File: src/rtl/mem_loader_pkg.sv
// Shared parameters for the motion-estimation loader and control logic.
// State encoding and reference-window sizing live here.
package mem_loader_pkg;

  localparam int DEF_CUR_WORDS = 32;

  typedef enum logic [2:0] {
    S_IDLE,
    S_LOAD_CUR,
    S_LOAD_REF,
    S_GO,
    S_WAIT_ME
  } ml_state_e;

  // Reference window is 64 words per search-range step.
  function automatic logic [8:0] ref_words(input logic [1:0] r);
    return {1'b0, r, 6'd0} + 9'd64;
  endfunction

endpackage

File: src/rtl/mem_loader_byte_packer.sv
// 8-to-64 little-endian byte packer with a word-complete strobe.
// The completed word is presented combinationally with the 8th byte.
module byte_packer (
  input  logic        clk,
  input  logic        reset,
  input  logic        clr_i,
  input  logic        push_i,
  input  logic [7:0]  byte_i,
  output logic [63:0] word_o,
  output logic        full_o
);

  logic [2:0]  cnt_q;
  logic [63:0] data_q;
  logic [63:0] word_d;

  always_comb begin
    word_d = data_q;
    word_d[{cnt_q, 3'b000} +: 8] = byte_i;
  end

  assign word_o = word_d;
  assign full_o = push_i && (cnt_q == 3'd7);

  always_ff @(posedge clk) begin
    if (reset || clr_i) begin
      cnt_q  <= 3'd0;
      data_q <= 64'd0;
    end else if (push_i) begin
      cnt_q  <= cnt_q + 3'd1;
      data_q <= word_d;
    end
  end

endmodule

File: src/rtl/mem_loader.sv
// Loads the current block then the reference window into on-chip memory,
// then kicks the motion-estimation controller and waits for it to start.
module mem_loader
  import mem_loader_pkg::*;
#(
  parameter int CUR_WORDS = DEF_CUR_WORDS,
  parameter int CUR_AW    = 5,
  parameter int REF_AW    = 8
) (
  input  logic              clk,
  input  logic              reset,
  input  logic              start_load,
  input  logic [1:0]        r,
  input  logic              in_valid,
  output logic              in_ready,
  input  logic [7:0]        in_data,
  input  logic              in_last,
  output logic              wenCur,
  output logic [CUR_AW-1:0] waddrCur,
  output logic [63:0]       wdatCur,
  output logic              wenRef,
  output logic [REF_AW-1:0] waddrRef,
  output logic [63:0]       wdatRef,
  output logic              go,
  input  logic              me_start,
  output logic              busy,
  output logic              err
);

  localparam logic [8:0] CUR_LAST = 9'(CUR_WORDS - 1);

  ml_state_e         state_q, state_d;
  logic [1:0]        r_q, r_d;
  logic [8:0]        wcnt_q, wcnt_d;
  logic              err_q, err_d;
  logic              go_q, go_d;
  logic              wenCur_q, wenCur_d;
  logic              wenRef_q, wenRef_d;
  logic [CUR_AW-1:0] waddrCur_q, waddrCur_d;
  logic [REF_AW-1:0] waddrRef_q, waddrRef_d;
  logic [63:0]       wdatCur_q, wdatCur_d;
  logic [63:0]       wdatRef_q, wdatRef_d;

  logic        accept;
  logic        clr;
  logic        full;
  logic        is_final;
  logic [63:0] word;

  assign in_ready = (state_q == S_LOAD_CUR) || (state_q == S_LOAD_REF);
  assign accept   = in_valid && in_ready;
  assign busy     = (state_q != S_IDLE);
  assign is_final = full && (wcnt_q == ref_words(r_q) - 9'd1);

  byte_packer u_packer (
    .clk    (clk),
    .reset  (reset),
    .clr_i  (clr),
    .push_i (accept),
    .byte_i (in_data),
    .word_o (word),
    .full_o (full)
  );

  always_comb begin
    state_d    = state_q;
    r_d        = r_q;
    wcnt_d     = wcnt_q;
    err_d      = err_q;
    go_d       = 1'b0;
    wenCur_d   = 1'b0;
    wenRef_d   = 1'b0;
    waddrCur_d = waddrCur_q;
    waddrRef_d = waddrRef_q;
    wdatCur_d  = wdatCur_q;
    wdatRef_d  = wdatRef_q;
    clr        = 1'b0;
    unique case (state_q)
      S_IDLE: begin
        clr = 1'b1;
        if (start_load) begin
          state_d = S_LOAD_CUR;
          r_d     = r;
          err_d   = 1'b0;
          wcnt_d  = 9'd0;
        end
      end
      S_LOAD_CUR: begin
        if (accept) begin
          if (in_last) begin
            err_d   = 1'b1;
            state_d = S_IDLE;
          end else if (full) begin
            wenCur_d   = 1'b1;
            waddrCur_d = wcnt_q[CUR_AW-1:0];
            wdatCur_d  = word;
            if (wcnt_q == CUR_LAST) begin
              wcnt_d  = 9'd0;
              state_d = S_LOAD_REF;
            end else begin
              wcnt_d = wcnt_q + 9'd1;
            end
          end
        end
      end
      S_LOAD_REF: begin
        if (accept) begin
          if (in_last && !is_final) begin
            err_d   = 1'b1;
            state_d = S_IDLE;
          end else if (full) begin
            wenRef_d   = 1'b1;
            waddrRef_d = wcnt_q[REF_AW-1:0];
            wdatRef_d  = word;
            if (is_final) begin
              // Missing in_last still commits the final word.
              err_d   = !in_last;
              state_d = in_last ? S_GO : S_IDLE;
            end else begin
              wcnt_d = wcnt_q + 9'd1;
            end
          end
        end
      end
      S_GO: begin
        go_d    = 1'b1;
        state_d = S_WAIT_ME;
      end
      S_WAIT_ME: begin
        if (me_start) state_d = S_IDLE;
      end
      default: state_d = S_IDLE;
    endcase
  end

  always_ff @(posedge clk) begin
    if (reset) begin
      state_q    <= S_IDLE;
      r_q        <= 2'd0;
      wcnt_q     <= 9'd0;
      err_q      <= 1'b0;
      go_q       <= 1'b0;
      wenCur_q   <= 1'b0;
      wenRef_q   <= 1'b0;
      waddrCur_q <= '0;
      waddrRef_q <= '0;
      wdatCur_q  <= 64'd0;
      wdatRef_q  <= 64'd0;
    end else begin
      state_q    <= state_d;
      r_q        <= r_d;
      wcnt_q     <= wcnt_d;
      err_q      <= err_d;
      go_q       <= go_d;
      wenCur_q   <= wenCur_d;
      wenRef_q   <= wenRef_d;
      waddrCur_q <= waddrCur_d;
      waddrRef_q <= waddrRef_d;
      wdatCur_q  <= wdatCur_d;
      wdatRef_q  <= wdatRef_d;
    end
  end

  assign wenCur   = wenCur_q;
  assign waddrCur = waddrCur_q;
  assign wdatCur  = wdatCur_q;
  assign wenRef   = wenRef_q;
  assign waddrRef = waddrRef_q;
  assign wdatRef  = wdatRef_q;
  assign go       = go_q;
  assign err      = err_q;

endmodule

File: config.mk
export PLATFORM = sky130hd
export DESIGN_NAME = mem_loader
export DESIGN_NICKNAME = d
export VERILOG_FILES = /design/src/rtl/mem_loader_pkg.sv /design/src/rtl/mem_loader_byte_packer.sv /design/src/rtl/mem_loader.sv
export SDC_FILE = /design/constraint.sdc
export NUM_CORES = 1
export LEC_CHECK = 0
export BUFFER_PORTS_ARGS = -buffer_cell sky130_fd_sc_hd__buf_4
export CORE_ASPECT_RATIO = 0.5
export CORE_MARGIN = 5
export CORE_UTILIZATION = 62
export CTS_BUF_LIST = sky130_fd_sc_hd__clkbuf_4
export CTS_CLUSTER_SIZE = 28
export DETAILED_ROUTE_END_ITERATION = 12
export HOLD_SLACK_MARGIN = 0.15
export MAX_ROUTING_LAYER = met4
export PLACE_DENSITY_LB_ADDON = 0.12
export SYNTH_ARGS = -nofsm -noshare
export SYNTH_HDL_FRONTEND = slang
export SYNTH_SLANG_ARGS = --single-unit
export TNS_END_PERCENT = 1
File: constraint.sdc
create_clock -name clk -period 6.7 [get_ports clk]
set_clock_uncertainty 0.2 [all_clocks]
set_input_delay 1.34 -clock clk [delete_from_list [all_inputs] [get_ports clk]]
set_output_delay 1.34 -clock clk [all_outputs]
set_load 0.01 [all_outputs]
==> qor.yml, run 1 <==
clock_network:
  cts.root.buffer_cell: "clkbuf_4"
  cts_hold_buffers: 0
  htreeDepth: 2
  clkSinkCount: 226
  insertion_delay_ps: 630
  cts_buffers: 48
  postCtsSetupBuffers: 0
  cts_tree: "yes"
  cts_resized: 0
  clockBufferDepth: 3
  clk_pin_slew_ps: 70
synth:
  synthFlopType: "dfxtp_1"
  ys_warn_count: 0
  synth.net_count: 1014
  netlist_area_mm2: 0.00923
  yosysSeqAreaShare_pct: 49.0
  synthCells: 993
  syn-mean-instance-area_um2: 9.29
  synthArstFlopShare_pct: 0
  ys_ff_latch: 226
  synth-edff-count: 0
  ys_types: 53
worst_hold_path:
  hold_depth: 2
  whs_endpoint: "u_packer.data_q[0]"
  min_path_type: "register to register"
  min_from: "u_packer.data_q[0]"
die:
  die_h_um: 96.3
  core_area_mm2: 0.0145
  die-area_mm2: 0.0176
  start_util_pct: 63.6
  rows: 31
  io_pins: 163
  die_x_um: 183
critical_path:
  cpPeakStageDelay_ps: 560
  timing.rr.start: "wcnt_q[0]"
  rr_endpoint: "wdatRef[7]"
  crit_type: "register to output port"
  crit_chain: "xnor2_1, or2_2, inv_2, buf_4"
  arrival_ps: 2040
  startpoint_type: "register"
  crit_slowest_cell: "dfxtp_1"
  end_kind: "output port"
  required_ps: 5160
  worst_r2r_path_depth: 7
  r2r_slack_ps: 3370
  cp_max_fo: 13
global_route:
  grt_start_max_net_pins: 94
  grt_pass1_vias: 7476
  grt_pass1_wl_mm: 37.7
  antenna_found_initial: 0
  grt_use_total_pct: 26.9
  grt_overflow: 0
layout:
  multi_input_area_mm2: 0.00419
  final_common_cell: "dfxtp_1"
  fin_area_mm2: 0.0109
  final_util_pct: 75.4
  regArea_mm2: 0.00452
  nets: 1141
  fin_cells: 1345
  fillers: 1072
  drive_gt1_share_pct: 22.9
  diodes: 0
  final_cell_mix: "226 x dfxtp_1, 174 x buf_4, 154 x a211oi_1"
  syn2layout_area_growth_pct: 18.5
timing:
  slew_violations: 0
  tightestPinTransition_ps: 1050
  maxClockFrequency_ghz: 0.279
  fin_crit_ps: 3580
  setup_ws_ps: 3120
  whs_ps: 255
  finalHoldViolCount: 0
  finalSetupTns_ps: 0
  rsz0062_at_grt: "no"
  slew_headroom_pct: 29.1
  min_period_over_period_pct: 53.4
  setup_viol_count_final: 0
drt:
  drc: 0
  drt_iter0_drc: 640
  ant_nets: 0
  wl_mm: 23.9
  vias: 7904
  post_drt_wl_per_cell_um: 17.8
  drt-pass1-iter-count: 5
  viasPerCell: 5.88
placement:
  dpl-instance-area_mm2: 0.0103
  gp_congestion: 0.929
  dp.cells: 1268
  place_ws_ps: 2770
  io_buffers: 162
  dpl.hpwl_mm: 15.6
power_and_ir_drop:
  leakagePower_nw: 3.84
  ir_drop_uv: 253
  total_power_mw: 3.12
  pwr_density_cell_mw_per_mm2: 285
status:
  outcome: "complete, no violations"
flow_run:
  cap_violations: 0
## how the worst max path moves through the flow
stage                     from          end  slack (ps)  cells past startpoint
floorplan             in_valid    wcnt_q[5]        3600                      7
global placement       in_last  wdatCur[40]        2880                      6
detailed placement     in_last  wdatCur[32]        2770                      6
CTS                 state_q[0]     in_ready        3120                      4
global route        state_q[0]     in_ready        2950                      4
finish              state_q[0]     in_ready        3120                      4
## Yosys cell counts (3+ instances only)
cell type / number / area, um2
nor4_1: 7 / 43.8
buf_2: 25 / 125
or3_1: 3 / 18.8
clkbuf_1: 46 / 173
mux2i_1: 88 / 881
inv_1: 9 / 33.8
nor2_1: 115 / 432
a21oi_1: 102 / 510
a211oi_1: 154 / 1160
nand4b_1: 6 / 52.6
dfxtp_1: 226 / 4520
buf_6: 14 / 158
ha_1: 5 / 62.6
nand3_1: 12 / 60.1
nand2b_1: 16 / 100
nor3_1: 8 / 40.0
o21ai_1: 6 / 30.0
o31ai_1: 3 / 22.5
buf_1: 10 / 37.5
and2_1: 12 / 75.1
nand2_1: 76 / 285
nor2b_1: 4 / 25.0
or4_1: 4 / 30.0
## sequential cells by signal, indices dropped and copies added, names as in the netlist
register and flops:
state_q 3, wdatCur 64, u_packer.data_q 64, r_q 2, waddrRef 8, wenRef 1
wdatRef 64, wenCur 1, go 1, err 1, wcnt_q 9, waddrCur 5
u_packer.cnt_q 3
## worst max-delay path: cells and delay by family, from the launching register on
kind	cells	cell delay, ps
DFF	1	560
and+or+nand+nor	1	360
buffers and inverters	2	280
xor gates and xnor gates	1	230
## metal layers
metal  vias to the layer above  GRT usage (%)  part of all wire [%]
met3                        31           5.40                   8.1
met4                         0           5.87                  0.78
met5                         -              -                     0
met2                       290           41.7                    45
li1                       3829              -                     -
met1                      3754           36.9                    46
## logic make-up after synthesis
logic type,Yosys count,synth area share (%)
AND/OR/NAND/NOR,281,14.2
XOR/XNOR,4,0.380
buffers and inverters,107,5.91
flip-flops,226,49.0
multiplexers,88,9.55
adder cells (fa/ha/maj),5,0.678
AO/OA/AOI/OAI,282,20.2
## cell type report
class                   instances  share of cell area (%)
clock inverters                 8                    1.01
flip-flops and latches        226                    41.4
repair buffers                174                    11.9
well taps                     198                    2.27
multi-input cells             660                    38.3
inverters                      10                   0.343
clock buffers                  69                    4.74
## power breakdown
part / switching (mW) / internal, mW / leakage, nW / total (mW)
combinational: 0.415 / 0.183 / 1.65 / 0.597
sequential: 0.0454 / 1.39 / 1.82 / 1.44
clock: 0.505 / 0.583 / 0.370 / 1.09
Note: power is estimated with default switching activity, not from simulation.
==> inputs of run 2 (changes only) <==
- CORE_UTILIZATION: 62 -> 52
- clock period: 6.7 -> 3.2 ns (I/O delays scaled with it)
==> run 2 against run 1 <==
Die area up 18%; routed wire length up 6.2%; power up 110%; highest routed layer unchanged; worst setup slack worse by 2900 ps; largest power group unchanged; sequential share of layout area down 1.3 points; first-iteration DRC count down 34%.
==> qor.yml, run 2 (same netlist as run 1, synthesis figures left out) <==
die:
  io_pins: 163  # unchanged
  start_util_pct: 53.0  # -11 points
  core_area_mm2: 0.0174  # +20%
  die_x_um: 198  # +8.7%
  die-area_mm2: 0.0207  # +18%
  rows: 34  # +9.7%
  die_h_um: 104  # +8.2%
placement:
  gp_congestion: 0.904  # -2.6%
  place_ws_ps: 393  # -2380 ps
  dpl-instance-area_mm2: 0.0105  # +2.0%
  dp.cells: 1319  # +4.0%
  dpl.hpwl_mm: 16.9  # +8.5%
  io_buffers: 162  # unchanged
timing:
  fin_crit_ps: 2930
  maxClockFrequency_ghz: 0.341
  whs_ps: 255  # -0.0210 ps
  finalHoldViolCount: 0  # unchanged
  slew_headroom_pct: 27.4  # -1.7 points
  min_period_over_period_pct: 91.6
  rsz0062_at_grt: "no"
  tightestPinTransition_ps: 1070  # +24.8 ps
  slew_violations: 0  # unchanged
  setup_ws_ps: 269  # -2850 ps
  setup_viol_count_final: 0  # unchanged
  finalSetupTns_ps: 0  # unchanged
critical_path:
  rr_endpoint: "u_packer.data_q[17]"
  timing.rr.start: "u_packer.cnt_q[1]"
  critPathBufInv: 2  # unchanged
  critical_path.top_delay_family: "flip-flops"
  crit_end: "in_ready"
  end_kind: "output port"
  crit_slowest_cell: "dfxtp_1"
  cpPeakStageDelay_ps: 580  # +20 ps
  crit_type: "register to output port"
  worst_r2r_path_depth: 8  # +1
  arrival_ps: 2090  # +50 ps
  startpoint_type: "register"
  required_ps: 2360  # -2800 ps
  crit_path_start: "state_q[0]"
  critical_path_depth: 4  # unchanged
  cp_max_fo: 13  # unchanged
  r2r_slack_ps: 410  # -2960 ps
  crit_chain: "xnor2_1, or2_2, inv_2, buf_4"
clock_network:
  clockBufferDepth: 3  # unchanged
  postCtsSetupBuffers: 0  # unchanged
  clkSinkCount: 226  # unchanged
  insertion_delay_ps: 630  # about the same
  cts.root.buffer_cell: "clkbuf_4"
  cts_resized: 0  # unchanged
  clk_pin_slew_ps: 80  # about the same
  cts_tree: "yes"
  cts_buffers: 51  # +6.3%
  htreeDepth: 2  # unchanged
worst_hold_path:
  min_path_type: "register to register"
drt:
  post_drt_wl_per_cell_um: 17.9  # +0.71%
  viasPerCell: 5.67  # -3.6%
  ant_nets: 0  # unchanged
  drt-pass1-iter-count: 5  # unchanged
  vias: 8041  # +1.7%
  wl_mm: 25.4  # +6.2%
  drt_iter0_drc: 420  # -34%
  drc: 0  # unchanged
global_route:
  grt_pass1_wl_mm: 41.1  # +8.9%
  grt_use_total_pct: 24.7  # -2.2 points
  antenna_found_initial: 0  # unchanged
  grt_overflow: 0  # unchanged
  grt_pass1_vias: 7668  # +2.6%
  grt_start_max_net_pins: 68  # -28%
power_and_ir_drop:
  ir_drop_uv: 298  # +18%
  total_power_mw: 6.51  # +110%
  pwr_density_cell_mw_per_mm2: 576  # +100%
  leakagePower_nw: 4.00  # +4.1%
layout:
  drive_gt1_share_pct: 23.5  # +0.53 points
  multi_input_area_mm2: 0.00419  # unchanged
  fin_cells: 1419  # +5.5%
  nets: 1177  # +3.2%
  final_util_pct: 64.9  # -10 points
  diodes: 0  # unchanged
  regArea_mm2: 0.00452  # unchanged
  fillers: 1506  # +40%
  syn2layout_area_growth_pct: 22.4
  final_common_cell: "dfxtp_1"
  fin_area_mm2: 0.0113  # +3.3%
  final_cell_mix: "226 x dfxtp_1, 185 x buf_4, 154 x a211oi_1"
flow_run:
  cap_violations: 0  # unchanged
status:
  outcome: "complete, no violations"
-- run 2: worst min path at each step --
stage,start,to,slack (ps),cells after the start
after global placement,u_packer.data_q[1],u_packer.data_q[1],240,2
after global routing,u_packer.data_q[5],u_packer.data_q[5],270,2
after CTS,u_packer.data_q[2],u_packer.data_q[2],260,2
final,u_packer.data_q[45],u_packer.data_q[45],260,2
after detailed placement,u_packer.data_q[2],u_packer.data_q[2],250,2
after floorplan,u_packer.data_q[32],u_packer.data_q[32],240,2
-- run 2: worst reg2reg max path, stage by stage (launching register included) --
cell and delay (ps):
dfxtp_1 400, inv_1 60, ha_1 190, ha_1 400
nand2b_1 130, or3_1 550, nor2b_1 530, nand2_1 110
a21oi_1 140
-- run 2: area by class of cell --
| type | instances | share of cell area, % |
|---|---|---|
| clock buffers | 71 | 4.72 |
| clock inverters | 11 | 0.598 |
| flip-flops and latches | 226 | 40.0 |
| inverters | 10 | 0.332 |
| repair buffers | 207 | 14.6 |
| well taps | 234 | 2.59 |
| multi-input cells | 660 | 37.1 |
-- run 2: power by group --
part | switching [mW] | leakage (nW) | internal, mW | total (mW)
registers | 0.0879 | 1.82 | 2.91 | 3.00
logic | 0.886 | 1.82 | 0.435 | 1.32
clock network | 1.10 | 0.359 | 1.09 | 2.19
total | 2.07 | 4.00 | 4.44 | 6.51
-- run 2: what timing repair did --
item / 4_1_cts / 5_1_grt
hold buffers: 18 / 0
setup endpoints to repair: 0 / 0
hold endpoints to repair: 28 / 0
-- run 2: metal layers --
metal | global-route usage [%] | wire [um] | up-vias
met3 | 4.89 | 1650 | 35
met5 | - | 0 | -
met2 | 35.8 | 11100 | 256
li1 | - | - | 3928
met1 | 35.4 | 12300 | 3822
met4 | 6.09 | 377 | 0
